==> src/rtl/noc_route_decoder_sync.sv <==
// noc_route_decoder_sync: clocked 1-to-2 NoC route decoder with per-port FWFT buffers,
// an in-order select channel and per-port packet counters.
module noc_route_decoder_fifo #(
    parameter int W = 1,
    parameter int D = 2
) (
    input  logic         clk,
    input  logic         reset,
    input  logic         push,
    input  logic [W-1:0] din,
    input  logic         ready,
    output logic         valid,
    output logic         full,
    output logic [W-1:0] dout
);
    localparam int AB = $clog2(D);
    localparam int IW = AB > 0 ? AB : 1;
    localparam logic [AB:0] DC = (AB+1)'(D);
    logic [AB:0] wptr, rptr;
    logic [IW-1:0] wi, ri;
    logic [W-1:0] mem [D];
    if (AB == 0) begin : g_one
        assign wi = '0;
        assign ri = '0;
    end else begin : g_idx
        assign wi = wptr[IW-1:0];
        assign ri = rptr[IW-1:0];
    end
    assign valid = wptr != rptr;
    assign full = (wptr - rptr) == DC;
    assign dout = valid ? mem[ri] : '0;
    always_ff @(posedge clk) begin
        if (reset) begin
            wptr <= '0;
            rptr <= '0;
        end else begin
            if (push) wptr <= wptr + 1'b1;
            if (valid && ready) rptr <= rptr + 1'b1;
        end
    end
    // A push into a full FIFO only happens alongside a pop, so the head slot is free to overwrite.
    always_ff @(posedge clk) begin
        if (push) mem[wi] <= din;
    end
endmodule

module noc_route_decoder_sync #(
    parameter int            AW     = 4,
    parameter int            DW     = 5,
    parameter logic [AW-1:0] ADDR   = 4'b1100,
    parameter logic [AW-1:0] MASK   = 4'b1110,
    parameter bit            LEAF   = 1'b1,
    parameter int            DEPTH  = 2,
    parameter int            SDEPTH = 4,
    localparam int           PW     = AW + DW
) (
    input  logic          clk,
    input  logic          reset,
    input  logic          in_valid,
    output logic          in_ready,
    input  logic [PW-1:0] in_data,
    output logic          out0_valid,
    input  logic          out0_ready,
    output logic [PW-1:0] out0_data,
    output logic          out1_valid,
    input  logic          out1_ready,
    output logic [PW-1:0] out1_data,
    output logic          sel_valid,
    input  logic          sel_ready,
    output logic          sel_data,
    output logic [15:0]   pkt_cnt0,
    output logic [15:0]   pkt_cnt1
);
    localparam int L = $countones(MASK);
    localparam int SB = L < AW ? AW - 1 - L : 0;
    if ((!LEAF && MASK == '1) || MASK != ~({AW{1'b1}} >> L)) begin : g_bad_mask
        $error("noc_route_decoder_sync: MASK must be contiguous from the MSB and not all ones in tree mode");
    end
    logic [AW-1:0] addr;
    logic dest, full0, full1, sel_full, acc;
    assign addr = in_data[PW-1 -: AW];
    assign dest = LEAF ? ((addr & MASK) != ADDR) : addr[SB];
    assign in_ready = !reset && !(dest ? full1 : full0) && !sel_full;
    assign acc = in_valid && in_ready;
    noc_route_decoder_fifo #(.W(PW), .D(DEPTH)) u_f0 (
        .clk(clk), .reset(reset), .push(acc && !dest), .din(in_data),
        .ready(out0_ready), .valid(out0_valid), .full(full0), .dout(out0_data)
    );
    noc_route_decoder_fifo #(.W(PW), .D(DEPTH)) u_f1 (
        .clk(clk), .reset(reset), .push(acc && dest), .din(in_data),
        .ready(out1_ready), .valid(out1_valid), .full(full1), .dout(out1_data)
    );
    noc_route_decoder_fifo #(.W(1), .D(SDEPTH)) u_sel (
        .clk(clk), .reset(reset), .push(acc), .din(dest),
        .ready(sel_ready), .valid(sel_valid), .full(sel_full), .dout(sel_data)
    );
    always_ff @(posedge clk) begin
        if (reset) begin
            pkt_cnt0 <= '0;
            pkt_cnt1 <= '0;
        end else begin
            if (acc && !dest) pkt_cnt0 <= pkt_cnt0 + 16'd1;
            if (acc && dest) pkt_cnt1 <= pkt_cnt1 + 16'd1;
        end
    end
endmodule

==> config.mk <==
export PLATFORM = sky130hd
export DESIGN_NAME = noc_route_decoder_sync
export DESIGN_NICKNAME = d
export VERILOG_FILES = /design/src/rtl/noc_route_decoder_sync.sv
export SDC_FILE = /design/constraint.sdc
export NUM_CORES = 1
export LEC_CHECK = 0
export ABC_CLOCK_PERIOD_IN_PS = 2560
export BUFFER_PORTS_ARGS = -buffer_cell sky130_fd_sc_hd__buf_2
export CAP_MARGIN = 20
export CELL_PAD_IN_SITES_DETAIL_PLACEMENT = 1
export CELL_PAD_IN_SITES_GLOBAL_PLACEMENT = 1
export CORE_MARGIN = 5
export CORE_UTILIZATION = 41
export CTS_BUF_LIST = sky130_fd_sc_hd__clkbuf_4 sky130_fd_sc_hd__clkbuf_8
export DETAILED_ROUTE_END_ITERATION = 6
export PLACE_DENSITY = 0.81
export SLEW_MARGIN = 20
export SYNTH_ARGS = -nofsm -noshare
export SYNTH_HDL_FRONTEND = slang
export SYNTH_SLANG_ARGS = --single-unit
==> constraint.sdc <==
create_clock -name clk -period 2.56 [get_ports clk]
set_input_delay 0.384 -clock clk [delete_from_list [all_inputs] [get_ports clk]]
set_output_delay 0.384 -clock clk [all_outputs]
set_load 0.02 [all_outputs]
==> results.yml <==
run_status:
  outcome: "finished clean"
clock_tree:
  cts_sinks: 90
  cts_buffers: 9
  cts-root-buf: "clkbuf_8"
  cts_tree: "yes"
  clk_pin_slew_ns: 0.09
  clockBufferDepth: 2
  clock_latency_ns: 0.37
  holdBufCountCts: 0
  htreeDepth: 3
final_layout:
  syn2layout_area_growth_pct: 16.8
  seq_area_mm2: 0.00220
  multi_input_area_mm2: 0.00173
  nets: 472
  diodes: 0
  drive_gt1_frac: 0.244
  fillers: 1125
  final_cell_count_no_fill: 583
  final_core_util: 0.488
place:
  dp_cells: 566
  io_buffers: 69
  routabilityCongestion: 0.779
  dp_hpwl_mm: 7.00
setup_path:
  cpPeakStageDelay_ns: 0.35
  r2r_slack_ns: 0.34
  path_class: "reg -> out"
  r2r_cells: 8
  cp_max_fo: 10
  crit_buf_inv: 2
  end_kind: "output port"
  slowest_stage: "mux2_4"
  crit_family: "multiplexers"
  regToRegStartpoint: "u_sel.rptr[1]"
  critPathLaunchType: "flop"
  reg2reg_to: "pkt_cnt1[12]"
  path_cells: "inv_1 -> ha_1 -> nand2b_1 -> mux2_4 -> o21ai_4 -> nor2_1 -> buf_2"
  cp.arrival_ns: 2.06
  required_ns: 2.18
timing:
  relSlewSlack: 0.649
  max_freq_mhz: 409
  final-setup-viol-count: 0
  hold_viol: 0
  skew_ns: 0.0117
  hold_ws_ns: 0.243
  fin_crit_ns: 2.45
  finalCritPeriodShare: 0.956
  drv_slew: 0
  worst_pin_slew_ns: 0.525
pwr:
  p_seq_frac: 0.431
  p_sw_mw: 1.55
  pwr-share-comb: 0.346
  intPower_mw: 2.47
  power_density_mw_per_mm2: 846
  vdd_ir_drop_max_mv: 0.546
  p_total_mw: 4.02
  p_leak_nw: 1.84
  clkPwrFrac: 0.223
  swShare: 0.386
min_path:
  hp-start: "in_data[7]"
  hold_depth: 1
  hold_path_end: "u_f0.mem[1][7]"
  hp-class: "in -> reg"
yosys:
  ys_seq_area_frac: 0.542
  synth_cells: 371
  synth_top_cell_by_area: "edfxtp_1"
  synth_fp_nets: 397
  yosys-top-cells-area: "edfxtp_1 (30%), dfxtp_1 (25%), mux2i_1 (5.9%)"
  synth_top_area_frac: 0.295
  synthDistinctLibCells: 47
  ys.warnings.count: 0
  avgSynthCellArea_um2: 11.0
  synth_async_sr_flop_share: 0
  synth-seq-cells: 90
  ys.flop_type: "dfxtp_1"
  netlist_area_mm2: 0.00407
  synth_edf_count: 40
job:
  cap_viol_max_count: 0
global_route:
  grt_pass1_wl_mm: 15.3
  overflow: 0
  track_usage: 0.166
  grt_max_degree: 26
  antenna_found_initial: 0
  grt_pass1_vias: 3069
routing:
  via_per_inst: 5.13
  vias: 2988
  drc_errors: 0
  routedWlPerCell_um: 16.1
  antenna_left: 0
  wl_mm: 9.40
  drt_iter0_markers: 133
  drtPass1Iterations: 4
floorplanning:
  io_pins: 70
  start_util: 0.418
  die_w_um: 110
  core_mm2: 0.00973
  fp.dieH_um: 110
  rows: 36
  dieArea_mm2: 0.0120
[what timing repair did]
item | CTS | global route
endpoints found under the setup margin | 0 | 1
gates resized for setup | 0 | 1
buffers inserted | 0 | 2
[sequential cells by signal, indices dropped and copies added (netlist names), named ones only]
register    count
u_f0.mem       18
u_f1.mem       18
pkt_cnt0       16
pkt_cnt1       16
u_sel.mem       4
u_sel.rptr      3
u_sel.wptr      3
u_f0.rptr       2
u_f0.wptr       2
u_f1.rptr       2
u_f1.wptr       2
[layout make-up]
type,instances,share of cell area
Clock buffer,9,0.0261
Clock inverter,6,0.0103
Inverter,18,0.0142
Multi-Input combinational cell,249,0.364
Sequential cell,90,0.464
Tap cell,133,0.0350
Timing Repair Buffer,78,0.0869
[power by group through the flow]
stage               logic, mW  clock network (mW)  registers [mW]
detailed placement       1.37                   0            1.77
CTS                      1.38               0.934            1.73
finish                   1.39               0.897            1.73
global placement         1.31                   0            1.76
floorplan                1.01                   0            1.72
global route             1.54               0.984            1.75
[cells in the mapped netlist, drive strengths merged, types with 2 or more instances]
| cell type | number |
|---|---|
| o31ai | 5 |
| o211ai | 5 |
| nor3 | 4 |
| nand2b | 3 |
| mux2 | 3 |
| clkbuf | 9 |
| mux2i | 24 |
| nand3 | 11 |
| xor2 | 13 |
| ha | 11 |
| o21a | 3 |
| or3 | 13 |
| nor2 | 52 |
| nand2 | 20 |
| nor4 | 2 |
| nand4 | 6 |
| and3 | 2 |
| a21oi | 19 |
| edfxtp | 40 |
| and2 | 7 |
| xnor2 | 8 |
| buf | 5 |
| o21ai | 16 |
| dfxtp | 50 |
| or4 | 5 |
| o2111ai | 8 |
| inv | 18 |
| and4 | 2 |
[cell families after synthesis]
family,after synthesis,share of synthesized area
DFF,90,0.542
adders and majority gates,11,0.0338
and+or+nand+nor,130,0.156
muxes,28,0.0738
buffers and inverters,32,0.0338
AOI/OAI and AO/OA,58,0.103
xor gates and xnor gates,22,0.0575
[worst max-delay path by stage]
stage,start,depth (start not counted),end
4_1_cts,u_f1.wptr[0],7,in_ready
3_3_place_gp,in_data[6],6,pkt_cnt0[10]
6_report,u_f1.wptr[0],7,in_ready
2_1_floorplan,u_sel.wptr[0],6,u_f0.mem[1][0]
3_5_place_dp,in_data[6],6,pkt_cnt0[10]
5_1_grt,u_f1.wptr[0],7,in_ready
[through the flow]
stage / area [um^2] / setup TNS [ns] / worst slack, ns
after floorplan: 4070 / 0 / 0.177
after global placement: 4560 / 0 / 0.405
after detailed placement: 4560 / 0 / 0.310
after CTS: 4730 / 0 / 0.0722
after global routing: 4750 / -0.0138 / -0.0138
final: 4750 / 0 / 0.113
[metal layers]
layer  wire length (um)  part of all wire  vias up  track usage
met3                385             0.041       11       0.0346
met2               4770              0.51       55        0.293
li1                   -                 -     1473            -
met4                132             0.014        0       0.0623
met1               4110              0.44     1449        0.198
met5                  0                 0        -            0
[layout by cell type, fill, tap and decap left out, types with 2 or more instances in the layout]
cell type / n
buf_2: 69
nor2_1: 52
dfxtp_1: 50
edfxtp_1: 40
mux2i_1: 24
a21oi_1: 19
inv_1: 18
nand2_1: 18
o21ai_0: 14
xor2_1: 13
or3_1: 13
nand3_1: 11
ha_1: 11
clkbuf_8: 9
buf_4: 9
and2_1: 7
xnor2_1: 6
nand4_1: 6
o2111ai_1: 6
o31ai_1: 5
or4_1: 5
nand2b_1: 3
nor3_1: 3
o21a_1: 3
inv_6: 3
nand2_2: 2
o211ai_4: 2
mux2_2: 2
and3_1: 2
o2111ai_2: 2
and4_1: 2
nor4_1: 2
o211ai_1: 2
clkinv_4: 2
Note: power is estimated with default switching activity, not from simulation.
